File: src/rtl/display_scan_ctrl.sv
// Scan sequencer for a 3-digit multiplexed 7-segment display: per-slot blanking,
// frame-boundary double buffering of the BCD value, optional leading-zero suppression.
module display_scan_ctrl #(
  parameter int unsigned DIV   = 50000,
  parameter int unsigned BLANK = 16
) (
  input  logic        clk,
  input  logic        rst_n,
  input  logic        en,
  input  logic        load,
  input  logic [11:0] bcd_in,
  input  logic        lz_en,
  output logic [2:0]  dsel,
  output logic [3:0]  digit,
  output logic        seg_blank,
  output logic        frame_tick,
  output logic        pending
);

  localparam int unsigned CW = (DIV > 1) ? $clog2(DIV) : 1;
  localparam logic [CW-1:0] CntLast  = CW'(DIV - 1);
  localparam logic [CW-1:0] CntBlank = CW'(BLANK);

  typedef enum logic [1:0] {StIdle, StUnits, StTens, StHundreds} state_e;

  state_e        state_q, state_d;
  logic [CW-1:0] cnt_q, cnt_d;
  logic [11:0]   shadow_q, shadow_d, active_q, active_d;
  logic          pending_q, pending_d;
  logic          boundary;
  logic          supp;
  logic [2:0]    dsel_d;
  logic [3:0]    digit_d;
  logic          seg_blank_d, frame_tick_d;

  always_ff @(posedge clk or negedge rst_n) begin
    if (!rst_n) begin
      state_q   <= StIdle;
      cnt_q     <= '0;
      shadow_q  <= '0;
      active_q  <= '0;
      pending_q <= 1'b0;
    end else begin
      state_q   <= state_d;
      cnt_q     <= cnt_d;
      shadow_q  <= shadow_d;
      active_q  <= active_d;
      pending_q <= pending_d;
    end
  end

  always_comb begin
    state_d  = state_q;
    cnt_d    = cnt_q + 1'b1;
    boundary = 1'b0;
    if (!en) begin
      state_d = StIdle;
      cnt_d   = '0;
    end else begin
      unique case (state_q)
        StIdle: begin
          state_d  = StUnits;
          cnt_d    = '0;
          boundary = 1'b1;
        end
        StUnits: if (cnt_q == CntLast) begin
          state_d = StTens;
          cnt_d   = '0;
        end
        StTens: if (cnt_q == CntLast) begin
          state_d = StHundreds;
          cnt_d   = '0;
        end
        StHundreds: if (cnt_q == CntLast) begin
          state_d  = StUnits;
          cnt_d    = '0;
          boundary = 1'b1;
        end
        default: begin
          state_d = StIdle;
          cnt_d   = '0;
        end
      endcase
    end
  end

  // A load on the boundary edge bypasses the shadow so the newest value wins.
  always_comb begin
    shadow_d  = shadow_q;
    active_d  = active_q;
    pending_d = pending_q;
    if (boundary) begin
      if (load) begin
        active_d = bcd_in;
        shadow_d = bcd_in;
      end else if (pending_q) begin
        active_d = shadow_q;
      end
      pending_d = 1'b0;
    end else if (load) begin
      shadow_d  = bcd_in;
      pending_d = 1'b1;
    end
  end

  // Outputs are computed from the next state so the registered copy matches state_q/cnt_q.
  always_comb begin
    dsel_d  = 3'b111;
    digit_d = 4'd0;
    supp    = 1'b0;
    unique case (state_d)
      StUnits: begin
        dsel_d  = 3'b110;
        digit_d = active_d[3:0];
      end
      StTens: begin
        dsel_d  = 3'b101;
        digit_d = active_d[7:4];
        supp    = lz_en && (active_d[11:4] == 8'd0);
      end
      StHundreds: begin
        dsel_d  = 3'b011;
        digit_d = active_d[11:8];
        supp    = lz_en && (active_d[11:8] == 4'd0);
      end
      default: ;
    endcase
    if ((cnt_d < CntBlank) || supp) dsel_d = 3'b111;
    seg_blank_d  = (dsel_d == 3'b111) || (digit_d > 4'd9);
    frame_tick_d = (state_d == StHundreds) && (cnt_d == CntLast);
  end

  always_ff @(posedge clk or negedge rst_n) begin
    if (!rst_n) begin
      dsel       <= 3'b111;
      digit      <= 4'd0;
      seg_blank  <= 1'b1;
      frame_tick <= 1'b0;
    end else begin
      dsel       <= dsel_d;
      digit      <= digit_d;
      seg_blank  <= seg_blank_d;
      frame_tick <= frame_tick_d;
    end
  end

  assign pending = pending_q;

endmodule

File: config.mk
export PLATFORM = sky130hd
export DESIGN_NAME = display_scan_ctrl
export DESIGN_NICKNAME = d
export VERILOG_FILES = /design/src/rtl/display_scan_ctrl.sv
export SDC_FILE = /design/constraint.sdc
export NUM_CORES = 1
export LEC_CHECK = 0
export CORE_AREA = 2 2 72 74
export CTS_CLUSTER_DIAMETER = 120
export DETAILED_ROUTE_END_ITERATION = 6
export DIE_AREA = 0 0 74 76
export DONT_BUFFER_PORTS = 1
export PLACE_DENSITY = 0.74
export SLEW_MARGIN = 20
export SYNTH_ARGS = -nofsm -noshare
export SYNTH_HDL_FRONTEND = slang
export SYNTH_SLANG_ARGS = --single-unit
File: constraint.sdc
create_clock -name clk -period 2.7 [get_ports clk]
set_clock_uncertainty 0.05 [all_clocks]
set_input_delay 0.54 -clock clk [delete_from_list [all_inputs] [get_ports clk]]
set_output_delay 0.54 -clock clk [all_outputs]
set_load 0.03 [all_outputs]
==> key figures <==
Yosys
  • Share of synthesized registers carrying an async set or reset: 100.0%
  • Post-Synth Adder-Cell Area: 2.330%
  • Post-synthesis mux area share: 7.269%
  • Top cell type's share of synthesized area: 44.73%
  • Post-synthesis compound-gate area fraction: 11.46%
  • XOR/XNOR share of the synthesized area: 4.893%
  • Post-Syn Nets: 282
  • Syn avg cell area: 10.33 sq um
  • Yosys warns: 0
  • Number of synthesized flops with an enable pin: 0
  • Ys flop type: dfrtp_1
  • Syn Inst Count: 260
  • Largest cells by area after synthesis: dfrtp_1, mux2_2, nor2_1, dfstp_2, xnor2_1
  • Register bit total from synthesis: 52
  • Synth unique cells: 53
  • Register area share after synthesis: 48.65%
  • Main combinational cell family by area after synthesis: simple AND/OR/NAND/NOR gates
  • Synth Area in Simple Gates: 20.60%
  • Largest area contributor in the netlist: dfrtp_1
  • Cell Area, Synth: 2685 sq um

STA
  • Minimum clock period: 2650 ps
  • Final Max Tran Viols: 0
  • Fin crit share: 98.13%
  • # setup viols final: 0
  • Max transition margin: 63.24%
  • Hold Violations, Final: 0
  • Final worst slack: 50.49 ps
  • Worst Tran Pin Value: 549.4 ps
  • Max frequency: 377.4 MHz

Detailed routing
  • Vias per inst: 5.937
  • DR iter-0 viols: 165
  • Drt drc: 0
  • Drt wl/cell: 17.74 microns
  • Routed vias: 2078
  • Final ANT Viol Nets: 0
  • DRT Wirelength: 6210 microns
  • Pre-antenna DRT Iters: 4

Final layout
  • Commonest cells after routing, fill and taps aside: dfrtp_1, nor2_1, buf_4, inv_1
  • Fill count: 396
  • P&R area growth vs syn: 14.31%
  • ANT cells: 0
  • Number of nets in the layout: 301
  • Non-filler cells, final: 350
  • Most common cell after layout, fill and taps aside: dfrtp_1
  • Final core occ: 62.48%
  • Share of cells above drive strength 1: 25.00%

Power and ir drop
  • Pleak: 0.001265 uW
  • Worst VDD drop: 0.4343 mV
  • Net Sw Power: 452.9 uW
  • Sequential share of power: 55.7%
  • Switch share: 27.73%
  • Part of the power in the clock network: 29.5%
  • Combinational share of power: 14.8%
  • Total Power: 1633 uW
  • Internal power: 1180 uW
  • Pwr per Cell Area: 532.1 nW/um^2

Critical path
  • Kind of start point of the critical path: register
  • Critical path depth: 9
  • Worst r2r src: state_q[1]$_DFF_PN0_
  • WP buf/inv: 1
  • Slack of the worst reg-to-reg path: 50 ps
  • Delay-heaviest family, CP: compound AO/OA/AOI/OAI gates
  • CP endpoint kind: register
  • Crit path largest cell delay: 470 ps
  • Worst path cell trace: inv_1 > ha_1 > nand2b_1 > nor3_1 > o21ai_0 > o21a_1 > o21bai_1 > a2111o_1 > nand4_1
  • Critical path type: register to register
  • Crit-path max FO: 6
  • R2r worst-path depth: 9
  • Critical path arrival: 2850 ps
  • Reg-to-reg endpoint: dsel[2]$_DFF_PN1_
  • CP Data Required Time: 2900 ps
  • CP max stage cell: a2111o_1

Floorplanning
  • Die X: 74 microns
  • Site row count: 26
  • Io pins: 27
  • Die ar.: 5624 sq um
  • Die Span Y: 76 microns
  • Initial Utilization: 54.66%
  • Placeable core area: 4912 sq um

Clock network
  • Root Driver: clkbuf_8
  • CTS Sinks: 52
  • CTS Buf Count: 5
  • H-Tree Depth: 2
  • CTS Buffer Depth: 2
  • CTS clock-pin slew for the worst setup and hold paths: 100 ps
  • CTS tree: yes
  • Clock insertion delay at the later pin of the skew report: 320 ps

Global routing
  • Congestion Overflow GR: 0
  • Met3 Usage GRT: 4.762%
  • Total GRT Usage: 23.18%
  • Grt peak-use layer: met1
  • First-pass GRT wire length: 10040 microns
  • Grt met1 use: 36.15%
  • Number of global-route vias before repair: 2022
  • Largest net degree at the start of global routing: 49
  • GR Util met2: 31.96%
  • Initial antenna violation count: 0

Job
  • Max-Cap Viols: 0

Run status
  • Status: completed

Placement
  • Hpwl dp: 4171 microns
  • Place WS: -18.12 ps
  • Placer congestion estimate: 0.8641
  • Port Buffers: 0
  • Number of cells after detailed placement: 334

Hold path
  • HP Class: input port to asynchronous set/reset pin
-- cells by family after synthesis --
family	after synthesis
buffers and inverters	27
XOR/XNOR	15
flip-flops	52
multiplexers	18
AO/OA/AOI/OAI	42
adder cells (fa/ha/maj)	5
AND/OR/NAND/NOR	101
-- power by group through the flow --
stage	registers [uW]	logic [uW]	clock network [uW]
5_1_grt	919	269	516
4_1_cts	907	216	484
3_3_place_gp	921	194	0
6_report	910	242	481
3_5_place_dp	922	196	0
2_1_floorplan	918	148	0
-- per-stage QoR --
stage | TNS (ps) | instance area, sq um | hold slack [ps]
2_1_floorplan | 0 | 2685 | 194.4
3_3_place_gp | 0 | 2824 | 195.2
3_5_place_dp | -29.13 | 2824 | 195.1
4_1_cts | 0 | 2948 | 2.509
5_1_grt | -302.5 | 3069 | -0.01421
6_report | 0 | 3069 | 10.48
-- area by class of cell --
cell class              instances  area, sq um  share of cell area (%)
clock buffers                   6        82.58                   2.691
clock inverters                 2        13.76                  0.4484
inverters                      14        52.55                   1.712
multi-input cells             181         1310                   42.68
flip-flops and latches         52         1308                   42.60
well taps                      70        87.58                   2.854
repair buffers                 25        215.2                   7.012
-- synthesized netlist by cell type, types with 2 or more instances --
cell       number
ha_1            5
xnor2_1        11
o21ai_0         5
o211ai_1       10
dfrtp_1        48
nand2_1        13
inv_1          14
xor2_1          4
mux2i_1         6
and3_1          2
nand4bb_1       2
nand3_1         8
a21oi_1         5
nand4_1        10
clkbuf_1        7
mux2_2         12
nor3_1         10
nor3b_1         2
o21a_1          6
buf_6           3
nor4_1          7
or2_2           4
dfstp_2         4
a31o_2          2
nor2_1         32
-- how the worst max path moves through the flow --
stage                                     from                  end  slack, ps
after floorplan             cnt_q[7]$_DFF_PN0_   digit[0]$_DFF_PN0_        150
after global placement      cnt_q[1]$_DFF_PN0_  seg_blank$_DFF_PN1_        120
after detailed placement    cnt_q[5]$_DFF_PN0_  seg_blank$_DFF_PN1_        -20
after CTS                   cnt_q[1]$_DFF_PN0_  seg_blank$_DFF_PN1_         10
after global routing      state_q[1]$_DFF_PN0_    dsel[2]$_DFF_PN1_       -120
final                     state_q[1]$_DFF_PN0_    dsel[2]$_DFF_PN1_         50
-- state kept, by name, indices dropped and copies added (netlist names) --
| signal | flops |
|---|---|
| active_q | 12 |
| dsel | 3 |
| pending | 1 |
| shadow_q | 12 |
| cnt_q | 16 |
| frame_tick | 1 |
| digit | 4 |
| state_q | 2 |
| seg_blank | 1 |
-- per-layer routing --
metal	share of wire [%]	routed length, microns	up-vias
li1	-	-	970
met1	46	2879	1007
met2	44	2747	82
met3	6.9	428	19
met4	2.5	155	0
met5	0	0	-
-- timing repair --
action                                  in CTS  in global routing
buffers inserted                             0                  5
cloned                                       0                  1
resized for setup                            0                 15
pin swaps                                    1                  4
endpoints found under the setup margin       3                  6
hold endpoints to repair                    48                  2
hold buffers                                 1                  1
No activity file was read; power rests on OpenSTA's default activity.
